**src/rtl/mult_ctrl_pkg.sv**
```systemverilog
// Shared types and defaults for the shift-add multiplier sequencer:
// state encoding, configuration defaults and the datapath control bundle.
package mult_ctrl_pkg;

   localparam int N_BITS_DEF   = 16;
   localparam int WDOG_MAX_DEF = 18;

   typedef enum logic [2:0] {
      ST_CLR  = 3'd0,
      ST_IDLE = 3'd1,
      ST_LOAD = 3'd2,
      ST_CALC = 3'd3,
      ST_FIN  = 3'd4
   } state_e;

   typedef struct packed {
      logic busy_sel;
      logic busy_en;
      logic prod_sel;
      logic prod_en;
      logic i_sel;
      logic i_en;
      logic mask_sel;
      logic mask_en;
      logic m_sel;
      logic m_en;
      logic n_en;
   } ctrl_t;

endpackage

```
**src/rtl/mult_controller.sv**
```systemverilog
// Sequencer for the 16-bit shift-add multiplier datapath: start/done host
// handshake, one multiplier bit per CALC cycle, abort and iteration watchdog.
module mult_controller
   import mult_ctrl_pkg::*;
#(
   parameter int N_BITS   = N_BITS_DEF,
   parameter int WDOG_MAX = WDOG_MAX_DEF
) (
   input  logic clk,
   input  logic rst_n,
   input  logic start,
   input  logic abort,
   output logic ready,
   output logic done,
   output logic err,
   input  logic i_zero,
   input  logic mask_n_zero,
   output logic busy_sel,
   output logic busy_en,
   output logic prod_sel,
   output logic prod_en,
   output logic i_sel,
   output logic i_en,
   output logic mask_sel,
   output logic mask_en,
   output logic m_sel,
   output logic m_en,
   output logic n_en
);

   // A clean run spends N_BITS+1 cycles in CALC; a shorter limit would kill every operation.
   localparam int WDOG_LIMIT = (WDOG_MAX >= N_BITS + 2) ? WDOG_MAX : N_BITS + 2;
   localparam int WDOG_W     = $clog2(WDOG_LIMIT + 1);

   state_e              state_q, state_d;
   logic                err_q, err_d;
   logic [WDOG_W-1:0]   wdog_q, wdog_d;
   logic                wdog_expire;
   ctrl_t               ctrl_c, ctrl_g;
   logic                ready_c, done_c, err_c;

   assign wdog_expire = (wdog_q == WDOG_W'(WDOG_LIMIT - 1));

   // NOTE: every variable gets a default before the case so no path can infer a latch.
   always_comb begin
      state_d = state_q;
      err_d   = 1'b0;
      wdog_d  = wdog_q;
      ctrl_c  = '0;
      ready_c = 1'b0;
      done_c  = 1'b0;
      err_c   = 1'b0;
      unique case (state_q)
         ST_CLR: begin
            ctrl_c.busy_en = 1'b1;
            state_d        = ST_IDLE;
         end
         ST_IDLE: begin
            ready_c = 1'b1;
            if (start) begin
               state_d = ST_LOAD;
               wdog_d  = '0;
            end
         end
         ST_LOAD: begin
            ctrl_c.busy_en  = 1'b1;
            ctrl_c.busy_sel = 1'b1;
            ctrl_c.prod_en  = 1'b1;
            ctrl_c.i_en     = 1'b1;
            ctrl_c.mask_en  = 1'b1;
            ctrl_c.m_en     = 1'b1;
            ctrl_c.n_en     = 1'b1;
            if (abort) begin
               state_d = ST_FIN;
               err_d   = 1'b1;
            end else begin
               state_d = ST_CALC;
            end
         end
         ST_CALC: begin
            wdog_d = wdog_q + 1'b1;
            if (abort || wdog_expire) begin
               state_d = ST_FIN;
               err_d   = 1'b1;
            end else if (i_zero) begin
               state_d = ST_FIN;
            end else begin
               ctrl_c.i_en     = 1'b1;
               ctrl_c.i_sel    = 1'b1;
               ctrl_c.mask_en  = 1'b1;
               ctrl_c.mask_sel = 1'b1;
               ctrl_c.m_en     = 1'b1;
               ctrl_c.m_sel    = 1'b1;
               ctrl_c.prod_sel = 1'b1;
               ctrl_c.prod_en  = ~mask_n_zero;
            end
         end
         ST_FIN: begin
            done_c         = 1'b1;
            err_c          = err_q;
            ctrl_c.busy_en = 1'b1;
            state_d        = ST_IDLE;
         end
         default: state_d = ST_CLR;
      endcase
   end

   // Outputs are forced low while reset is held, even though the state already reads CLR.
   always_comb begin
      ctrl_g = rst_n ? ctrl_c : '0;
      ready  = rst_n & ready_c;
      done   = rst_n & done_c;
      err    = rst_n & err_c;
   end

   assign {busy_sel, busy_en, prod_sel, prod_en, i_sel, i_en,
           mask_sel, mask_en, m_sel, m_en, n_en} = ctrl_g;

   // NOTE: registered state uses non-blocking assignments so all flops update together.
   always_ff @(posedge clk or negedge rst_n) begin
      if (!rst_n) begin
         state_q <= ST_CLR;
         err_q   <= 1'b0;
         wdog_q  <= '0;
      end else begin
         state_q <= state_d;
         err_q   <= err_d;
         wdog_q  <= wdog_d;
      end
   end

endmodule

```
**config.mk**
```make
export PLATFORM = sky130hd
export DESIGN_NAME = mult_controller
export DESIGN_NICKNAME = d
export VERILOG_FILES = /design/src/rtl/mult_ctrl_pkg.sv /design/src/rtl/mult_controller.sv
export SDC_FILE = /design/constraint.sdc
export NUM_CORES = 1
export LEC_CHECK = 0
export BUFFER_PORTS_ARGS = -buffer_cell sky130_fd_sc_hd__buf_2
export CAP_MARGIN = 0
export CORE_UTILIZATION = 35
export DETAILED_ROUTE_END_ITERATION = 8
export GPL_TIMING_DRIVEN = 1
export PLACE_DENSITY = 0.71
export SYNTH_ARGS = -nofsm -noshare
export SYNTH_HDL_FRONTEND = slang
export SYNTH_SLANG_ARGS = --single-unit
```
**constraint.sdc**
```tcl
create_clock -name clk -period 1.4 [get_ports clk]
set_input_delay 0.14 -clock clk [delete_from_list [all_inputs] [get_ports clk]]
set_output_delay 0.14 -clock clk [all_outputs]
set_load 0.01 [all_outputs]
```
-- Word level (Yosys, flattened, before mapping)
Cells that the tools add are included.
- logic and storage cells: 48
- bits of input ports: 6
- register bits after elaboration: 9
- output and inout port bits: 14
- add/subtract/negate cells: 1
- muxes and demuxes: 26
- bitwise gates (word level): 4
- equal/unequal tests: 7
- reductions and logical operators: 7
- operator list (cell ; count):
    2-to-1 mux 8 bit ; 2
    2-to-1 mux 3 bit ; 4
    one-hot mux 3 bit (4 select lines) ; 1
    2-to-1 mux 1 bit ; 11
    2-to-1 mux 11 bit ; 1
    one-hot mux 1 bit (2 select lines) ; 5
    one-hot mux 5 bit (2 select lines) ; 1
    == test 3 x 2 -> 1 bit (second input constant) ; 2
    adder 5 x 1 -> 5 bit (second input constant) ; 1
    == test 5 bit (second input constant) ; 1
    2-to-1 mux 5 bit ; 1
    AND reduction 2 bit ; 2
    bitwise AND 1 bit ; 3
    == test 3 x 1 -> 1 bit (second input constant) ; 1
    == test 3 bit (second input constant) ; 1
    logical NOT 3 bit ; 1
    != test 3 bit (second input constant) ; 1
    OR reduction 3 bit ; 1
    != test 2 bit (second input constant) ; 1
    nonzero test 2 bit ; 1
    OR reduction 2 bit ; 1
    logical OR 1 bit ; 1
    NOT 1 bit ; 1

-- Depth between registers and ports, before layout
Gate-level depths: netlist (run 1).
- depth in word-level cells: 5
- mapped depth: 6
- gate-level depth less buffers: 5

-- Worst setup path after synthesis (run 1)
Ideal clock, no wire load.
- kind: register -> output
- start point: register state_q[2]
- end point: output m_en
- data arrival time: 1247 ps
- data required time: 1260 ps
- path buffers: 1
- cell stages (with the launch flop): 5
- path slack: 13 ps
- path through: dfrtp_1 -> and3b_1 -> nand4_1 -> o21ai_0 -> buf_4
- longest elaborated chain between the ends: 3
- elaborated cells on any way between the ends: 4
- classes of those cells: 2 x eq/ne; 2 x mux
- ends and longest elaborated chain (item ; line ; text):
    start: declaration ; mult_controller.sv:35 ; state_e state_q, state_d;
    start signal: assignment ; mult_controller.sv:126 ; state_q <= state_d;
    == test 3 x 2 -> 1 bit ; mult_controller.sv:53 ; unique case (state_q)
    one-hot mux 1 bit (2 select lines) (*) ; mult_controller.sv:53 ;
    2-to-1 mux 11 bit (*) ; mult_controller.sv:110 ; ctrl_g = rst_n ? ctrl_c : '0;
    end: declaration ; mult_controller.sv:27 ; output logic m_en,
Every way passes the cells marked *; elsewhere a longest branch is shown, timed or not.

-- Final worst setup path (run 1)
- start point: register wdog_q[1]
- end point: output prod_en
- longest elaborated chain between the ends: 5
- ends and longest elaborated chain (item ; line ; text):
    start: declaration ; mult_controller.sv:37 ; logic [WDOG_W-1:0] wdog_q, wdog_d;
    start signal: assignment ; mult_controller.sv:128 ; wdog_q <= wdog_d;
    == test 5 bit ; mult_controller.sv:42 ; assign wdog_expire = (wdog_q == WDOG_W'(WDOG_LIMIT - 1));
    logical OR 1 bit ; mult_controller.sv:82 ; if (abort || wdog_expire) begin
    2-to-1 mux 8 bit ; mult_controller.sv:82 ;
    one-hot mux 1 bit (2 select lines) ; mult_controller.sv:53 ;
    2-to-1 mux 11 bit ; mult_controller.sv:110 ;
    end: declaration ; mult_controller.sv:21 ; output logic prod_en,
No other way between the ends.

==> results.sh, run 1 <==
export IMPL_required_ns=1.26
export IMPL_setup_ws_ns=-0.193
export IMPL_placement_io_buffers=19
export IMPL_reg2reg_from="wdog_q[1]$_DFFE_PN0P_"
export IMPL_slew_viol_final=0
export IMPL_grt_first_pass_wirelength_mm=2.36
export IMPL_chipWidth_um=43.1
export IMPL_launching_instance_or_port_of_the_critical_path="wdog_q[1]$_DFFE_PN0P_"
export IMPL_worst_hold_path_num_cells=3
export IMPL_drt_total_wl_mm=1.49
export IMPL_synth_fp_nets=70
export IMPL_timing_critical_path_cells="inv_1, ha_2, nand4bb_1, nand4_1, o22ai_2, buf_2"
export IMPL_report_final_hold_viol_count=0
export IMPL_finalSetupViolCount=9
export IMPL_maximum_buffer_depth_of_the_clock_tree=2
export IMPL_reg2reg_depth=6
export IMPL_route_vias_total=574
export IMPL_num_rows=14
export IMPL_status="finished, violations left"
export IMPL_p_leak_uw=0.000435
export IMPL_ir_drop_mv=0.845
export IMPL_cts_htree_levels=1
export IMPL_dp_cells=93
export IMPL_totalPowerFinal_uw=1400
export IMPL_fp_dieArea_sq_um=1860
export IMPL_top_level_pins=20
export IMPL_post_synth_adder_cell_area_pct=4.23
export IMPL_placed_area_sq_um=679
export IMPL_worst_slew_pin_transition_ns=0.396
export IMPL_drt_vias_per_instance=5.36
export IMPL_cts_sinks=9
export IMPL_grt_usage_pct=17.4
export IMPL_syn_inst=62
export IMPL_hold_path_class="primary input to flop"
export IMPL_synth_compound_area_share_pct=13.5
export IMPL_grt_max_degree=9
export IMPL_wl_per_cell_um=13.9
export IMPL_drive_gt1_share_pct=49.5
export IMPL_number_of_antenna_violations_at_the_first_check_in_global_routing=0
export IMPL_maxCapViolCount=0
export IMPL_cts_buffers=3
export IMPL_synthToLayoutAreaGrowth_pct=40.4
export IMPL_drc_errors=0
export IMPL_setup_tns_ns=-1.42
export IMPL_antenna_violating_nets_post_route=0
export IMPL_final_cell_area_sq_um=831
export IMPL_cp_slowest_stage_delay_ns=0.36
export IMPL_gp_congestion=0.745
export IMPL_critPathMaxFanout=3
export IMPL_syn_cell_area_sq_um=592
export IMPL_drt_first_pass_iters=3
export IMPL_synth_cell_types=28
export IMPL_ff2ff_setup_slack_ns=0.04
export IMPL_worst_setup_hold_path_clk_slew_ns=0.07
export IMPL_min_period_ns=1.59
export IMPL_endpoint_kind="primary output"
export IMPL_grt_pass1_vias=534
export IMPL_post_layout_net_count=100
export IMPL_crit_path_start_kind="flop"
export IMPL_grt_overflow_total=0
export IMPL_syn_avg_cell_area_sq_um=9.55
export IMPL_setup_worst_path_class="flop to primary output"
export IMPL_stdcell_count=107
export IMPL_timing_rr_end="wdog_q[2]$_DFFE_PN0P_"
export IMPL_hold_path_startpoint="start"
export IMPL_floorplan_die_height_um=43.1
export IMPL_final_period_utilization_pct=114
export IMPL_yosys_mux_area_fraction_pct=5.29
export IMPL_cts_tree="done"
export IMPL_drt_iter0_drc=11
export IMPL_post_synth_xor_area_fraction_pct=0
export IMPL_dp_hpwl_um=885
export IMPL_floorplan_initialDensity_pct=38.4
export IMPL_grt_setup_unrepaired="yes"
export IMPL_hold_slack_ns=0.182
export IMPL_endpoint="prod_en"
export IMPL_pwr_density_cell_nw_per_um2=1680
export IMPL_diodes_inserted=0
export IMPL_largest_family_of_logic_cells_by_synthesized_area="simple AND/OR/NAND/NOR gates"
export IMPL_ys_seq_area_share_pct=38.1
export IMPL_insertion_delay_ns=0.27
export IMPL_slowest_stage="sky130_fd_sc_hd__dfrtp_1"
export IMPL_nFillCells=147
export IMPL_post_synth_simple_gate_area_pct=28.5
export IMPL_worst_endpoint_arrival_ns=1.45
export IMPL_violations="negative setup slack"
export IMPL_ys_ff_latch=9
export IMPL_fp_coreArea_sq_um=1540
export IMPL_max_freq_mhz=628
export IMPL_max_clock_skew_ns=0.00201
export IMPL_synth_warnings=0
export IMPL_cts_root_buf="sky130_fd_sc_hd__clkbuf_4"
export IMPL_timing_max_slew_rel_slack_pct=73.3
## cell families after synthesis
group                      count (synthesis)
adders and majority gates                  2
DFF                                        9
buffers and inverters                     10
and+or+nand+nor                           26
muxes                                      3
AOI/OAI and AO/OA                         12
## worst min-delay path by stage
stage | end | slack (ns)
after detailed placement | state_q[2]$_DFFE_PN0P_ | -0.02
final | state_q[1]$_DFFE_PN0P_ | 0.18
after global placement | state_q[1]$_DFFE_PN0P_ | -0.02
after CTS | err_q$_DFF_PN0_ | 0.18
after floorplan | err_q$_DFF_PN0_ | -0.16
after global routing | err_q$_DFF_PN0_ | 0.21
## routing by layer
metal	wire length [um]	vias to the layer above	GRT usage [%]
li1	-	278	-
met3	59	4	2.55
met4	25	0	9.09
met1	673	273	18.9
met5	0	-	0
met2	731	19	31.9
## worst max-delay path: cells and delay by family (launching register included)
family	cells	cell delay (ns)
AO/OA/AOI/OAI	1	0.15
adder cells (fa/ha/maj)	1	0.17
buffers and inverters	2	0.20
flip-flops	1	0.36
AND/OR/NAND/NOR	2	0.29
## power by group
part	internal [uW]	total [uW]	switching [uW]
Combinational	414	750	336
Clock	110	216	105
Sequential	343	434	91.2
Total	867	1400	532
## per-stage QoR
step,worst slack [ns],utilization (%)
after floorplan,0.0129,-
after global placement,0.0832,44.1
after detailed placement,0.0401,44.1
after CTS,-0.130,51.4
after global routing,-0.328,53.9
final,-0.193,53.9
## flip-flops by register name, summed over array words and instances (netlist names)
register and flops:
state_q 3, wdog_q 5, err_q 1
## what timing repair did
item	CTS	global route
setup buffers	7	1
hold endpoints to repair	9	0
resized for setup	6	7
hold buffers	2	0
pin swaps	3	2
endpoints found under the setup margin	13	13
## synth_stat cells
library cell                number  area share [%]
sky130_fd_sc_hd__a21oi_1         2             1.7
sky130_fd_sc_hd__a22o_1          2             3.0
sky130_fd_sc_hd__a31oi_1         1             1.1
sky130_fd_sc_hd__and2_1          1             1.1
sky130_fd_sc_hd__and3b_1         1             1.5
sky130_fd_sc_hd__buf_2           1            0.84
sky130_fd_sc_hd__buf_4           6             7.6
sky130_fd_sc_hd__dfrtp_1         9              38
sky130_fd_sc_hd__ha_1            2             4.2
sky130_fd_sc_hd__inv_1           3             1.9
sky130_fd_sc_hd__mux2_2          1             1.9
sky130_fd_sc_hd__mux2i_1         2             3.4
sky130_fd_sc_hd__nand2_1         3             1.9
sky130_fd_sc_hd__nand2b_1        4             4.2
sky130_fd_sc_hd__nand2b_4        1             2.3
sky130_fd_sc_hd__nand3_1         1            0.84
sky130_fd_sc_hd__nand3b_1        1             1.3
sky130_fd_sc_hd__nand4_1         3             3.2
sky130_fd_sc_hd__nand4bb_1       2             3.8
sky130_fd_sc_hd__nor2_1          4             2.5
sky130_fd_sc_hd__nor3_1          2             1.7
sky130_fd_sc_hd__nor3b_1         2             2.5
sky130_fd_sc_hd__nor4bb_1        1             1.7
sky130_fd_sc_hd__o21a_1          1             1.3
sky130_fd_sc_hd__o21ai_0         3             2.5
sky130_fd_sc_hd__o21bai_1        1             1.3
sky130_fd_sc_hd__o22ai_1         1             1.1
sky130_fd_sc_hd__o32a_1          1             1.7
## cell type report
| class | count | area, sq um | area share (%) |
|---|---|---|---|
| multi-input combinational | 43 | 343 | 41.3 |
| clock buffer | 4 | 26.3 | 3.16 |
| tap | 16 | 20.0 | 2.41 |
| sequential | 9 | 229 | 27.6 |
| inverter | 3 | 11.3 | 1.36 |
| timing repair buffer | 32 | 201 | 24.2 |
## cell usage in the layout (no fill, tap or decap), drive strengths merged, types with 2 or more instances in the layout
cell type and count:
a21oi 2, a22o 2, buf 30, clkbuf 4
dfrtp 9, dlygate4sd3 2, ha 2, inv 3
mux2i 2, nand2 3, nand2b 5, nand4 3
nand4bb 2, nor2 4, nor3 2, nor3b 2
o21ai 3
Power figures use the tool's default switching activity.
==> run 2: changes to the inputs <==
CTS_BUF_LIST = sky130_fd_sc_hd__clkbuf_8   (was not set)
SETUP_SLACK_MARGIN = 0.1   (was not set)
==> run 2 against run 1 <==
Effect of this change: the run still ends with negative setup slack left; die area did not move; sequential power fell by 2%; count of clock-buffer cells in the layout fell by 1; largest power group unchanged; setup slack improved by 0.051 ns.
==> results.sh, run 2 (same netlist as run 1, synthesis figures left out) <==
export IMPL_floorplan_initialDensity_pct=38.4
export IMPL_fp_coreArea_sq_um=1540
export IMPL_maximum_buffer_depth_of_the_clock_tree=2
export IMPL_cts_root_buf="sky130_fd_sc_hd__clkbuf_8"
export IMPL_grt_overflow_total=0
export IMPL_violations="negative setup slack"
export IMPL_gp_congestion=0.751
export IMPL_chipWidth_um=43.1
export IMPL_slew_viol_final=0
export IMPL_worst_path_dominant_cell_family="flip-flops"
export IMPL_switching_share_of_power_pct=36.1
export IMPL_wl_per_cell_um=13.7
export IMPL_power_switching_uw=578
export IMPL_status="finished, violations left"
export IMPL_worstHoldEndpoint="state_q[1]$_DFFE_PN0P_"
export IMPL_timing_rr_end="state_q[1]$_DFFE_PN0P_"
export IMPL_grt_pass1_vias=561
export IMPL_final_period_utilization_pct=110
export IMPL_drt_iter0_drc=6
export IMPL_critPathMaxFanout=3
export IMPL_top_level_pins=20
export IMPL_dp_hpwl_um=994
export IMPL_grt_usage_pct=18.9
export IMPL_crit_path_start_kind="flop"
export IMPL_number_of_flip_flops_under_the_largest_register_name=5
export IMPL_cts_sinks=9
export IMPL_grt_setup_unrepaired="yes"
export IMPL_drc_errors=0
export IMPL_report_final_hold_viol_count=0
export IMPL_worst_setup_hold_path_clk_slew_ns=0.05
export IMPL_placed_area_sq_um=711
export IMPL_drt_vias_per_instance=5.34
export IMPL_grt_max_degree=10
export IMPL_power_report_internal_total_uw=1020
export IMPL_dp_cells=96
export IMPL_hold_slack_ns=0.217
export IMPL_required_ns=1.26
export IMPL_cp_slowest_stage_delay_ns=0.34
export IMPL_placement_io_buffers=19
export IMPL_fp_dieArea_sq_um=1860
export IMPL_worst_endpoint_arrival_ns=1.40
export IMPL_most_common_layout_cells="sky130_fd_sc_hd__buf_2 (17), sky130_fd_sc_hd__buf_4 (12), sky130_fd_sc_hd__dfrtp_1 (7)"
export IMPL_hold_path_startpoint="start"
export IMPL_setup_ws_ns=-0.142
export IMPL_reg2reg_from="wdog_q[1]$_DFFE_PN0P_"
export IMPL_post_layout_net_count=104
export IMPL_nFillCells=135
export IMPL_final_cell_area_sq_um=925
export IMPL_drt_total_wl_mm=1.52
export IMPL_drt_first_pass_iters=4
export IMPL_power_frac_comb_pct=55.2
export IMPL_grt_first_pass_wirelength_mm=2.48
export IMPL_maxCapViolCount=0
export IMPL_stdcell_count=111
export IMPL_timing_max_slew_rel_slack_pct=75.2
export IMPL_power_share_sequential_pct=26.5
export IMPL_worst_hold_path_num_cells=3
export IMPL_finalSetupViolCount=9
export IMPL_diodes_inserted=0
export IMPL_top_register="wdog_q"
export IMPL_max_clock_skew_ns=0.00429
export IMPL_setup_worst_path_class="flop to primary output"
export IMPL_min_period_ns=1.54
export IMPL_launching_instance_or_port_of_the_critical_path="wdog_q[1]$_DFFE_PN0P_"
export IMPL_floorplan_die_height_um=43.1
export IMPL_layout_commonest_cell="sky130_fd_sc_hd__buf_2"
export IMPL_cts_htree_levels=1
export IMPL_pwr_density_cell_nw_per_um2=1730
export IMPL_ir_drop_mv=1.06
export IMPL_cts_tree="done"
export IMPL_timing_critical_path_cells="inv_1, ha_2, nand4bb_1, nand4_1, o22ai_1, buf_2"
export IMPL_setup_tns_ns=-0.910
export IMPL_cp_num_buf_inv=2
export IMPL_route_vias_total=593
export IMPL_endpoint_kind="primary output"
export IMPL_synthToLayoutAreaGrowth_pct=56.2
export IMPL_num_rows=14
export IMPL_antenna_violating_nets_post_route=0
export IMPL_drive_gt1_share_pct=54.7
export IMPL_reg_top3="wdog_q (5), state_q (3), err_q (1)"
export IMPL_worst_slew_pin_transition_ns=0.367
export IMPL_number_of_antenna_violations_at_the_first_check_in_global_routing=0
export IMPL_slowest_stage="sky130_fd_sc_hd__dfrtp_1"
export IMPL_hold_path_class="primary input to flop"
export IMPL_max_freq_mhz=649
export IMPL_reg2reg_depth=7
export IMPL_pwr_share_clk_pct=18.3
export IMPL_cts_buffers=3
export IMPL_ff2ff_setup_slack_ns=0.09
export IMPL_p_leak_uw=0.000472
export IMPL_insertion_delay_ns=0.23
==> run 2: cell types whose count changed in the layout (fill, tap and decap cells not counted), sizes merged <==
cell,delta
buf,+5
clkbuf,-1
dlygate4sd3,-1
inv,+1
==> run 2: worst max path at each step <==
stage / slack, ns / end / cells past startpoint
2_1_floorplan: 0.1 / m_sel / 4
3_3_place_gp: 0.10 / prod_en / 6
3_5_place_dp: 0.04 / prod_en / 6
4_1_cts: -0.13 / prod_en / 6
5_1_grt: -0.22 / prod_en / 6
6_report: -0.14 / prod_en / 6
==> run 2: layout make-up <==
type / instances / area [sq um] / share of cell area [%]
Clock inverter: 1 / 3.75 / 0.406
Sequential cell: 9 / 228 / 24.6
Inverter: 3 / 11.3 / 1.22
Timing Repair Buffer: 36 / 253 / 27.3
Clock buffer: 3 / 41.3 / 4.47
Multi-Input combinational cell: 43 / 368 / 39.8
Tap cell: 16 / 20.0 / 2.17
==> run 2: per-stage QoR <==
step                util [%]  setup slack, ns  power, uW
global route            60.0           -0.224       1710
global placement        46.1            0.102        978
finish                  60.0           -0.142       1600
CTS                     55.7           -0.126       1480
detailed placement      46.1           0.0416        994
floorplan                  -           0.0977        806
==> run 2: worst min-delay path, stage by stage <==
cell,delay (ns)
sky130_fd_sc_hd__buf_2,0.12
sky130_fd_sc_hd__nand3b_1,0.07
sky130_fd_sc_hd__a31oi_1,0.07
==> run 2: power by group through the flow <==
stage	registers (uW)	logic, uW	clock network [uW]
6_report	424	883	294
5_1_grt	431	955	320
4_1_cts	406	771	303
3_5_place_dp	424	570	0
3_3_place_gp	418	560	0
2_1_floorplan	412	394	0
==> run 2: repair_timing <==
item | 4_1_cts | 5_1_grt
setup buffers | 8 | 5
pin swaps | 6 | 9
setup endpoints to repair | 13 | 17
hold buffers | 1 | 0
resized for setup | 9 | 15
hold endpoints to repair | 9 | 0
==> run 2: metal layers <==
layer  up-vias  global-route usage, %  part of all wire (%)
met5         -                      0                     0
met4         0                   12.7                   2.2
met3         4                   2.98                   4.2
met2        22                   32.5                    52
met1       283                   20.9                    41
li1        284                      -                     -
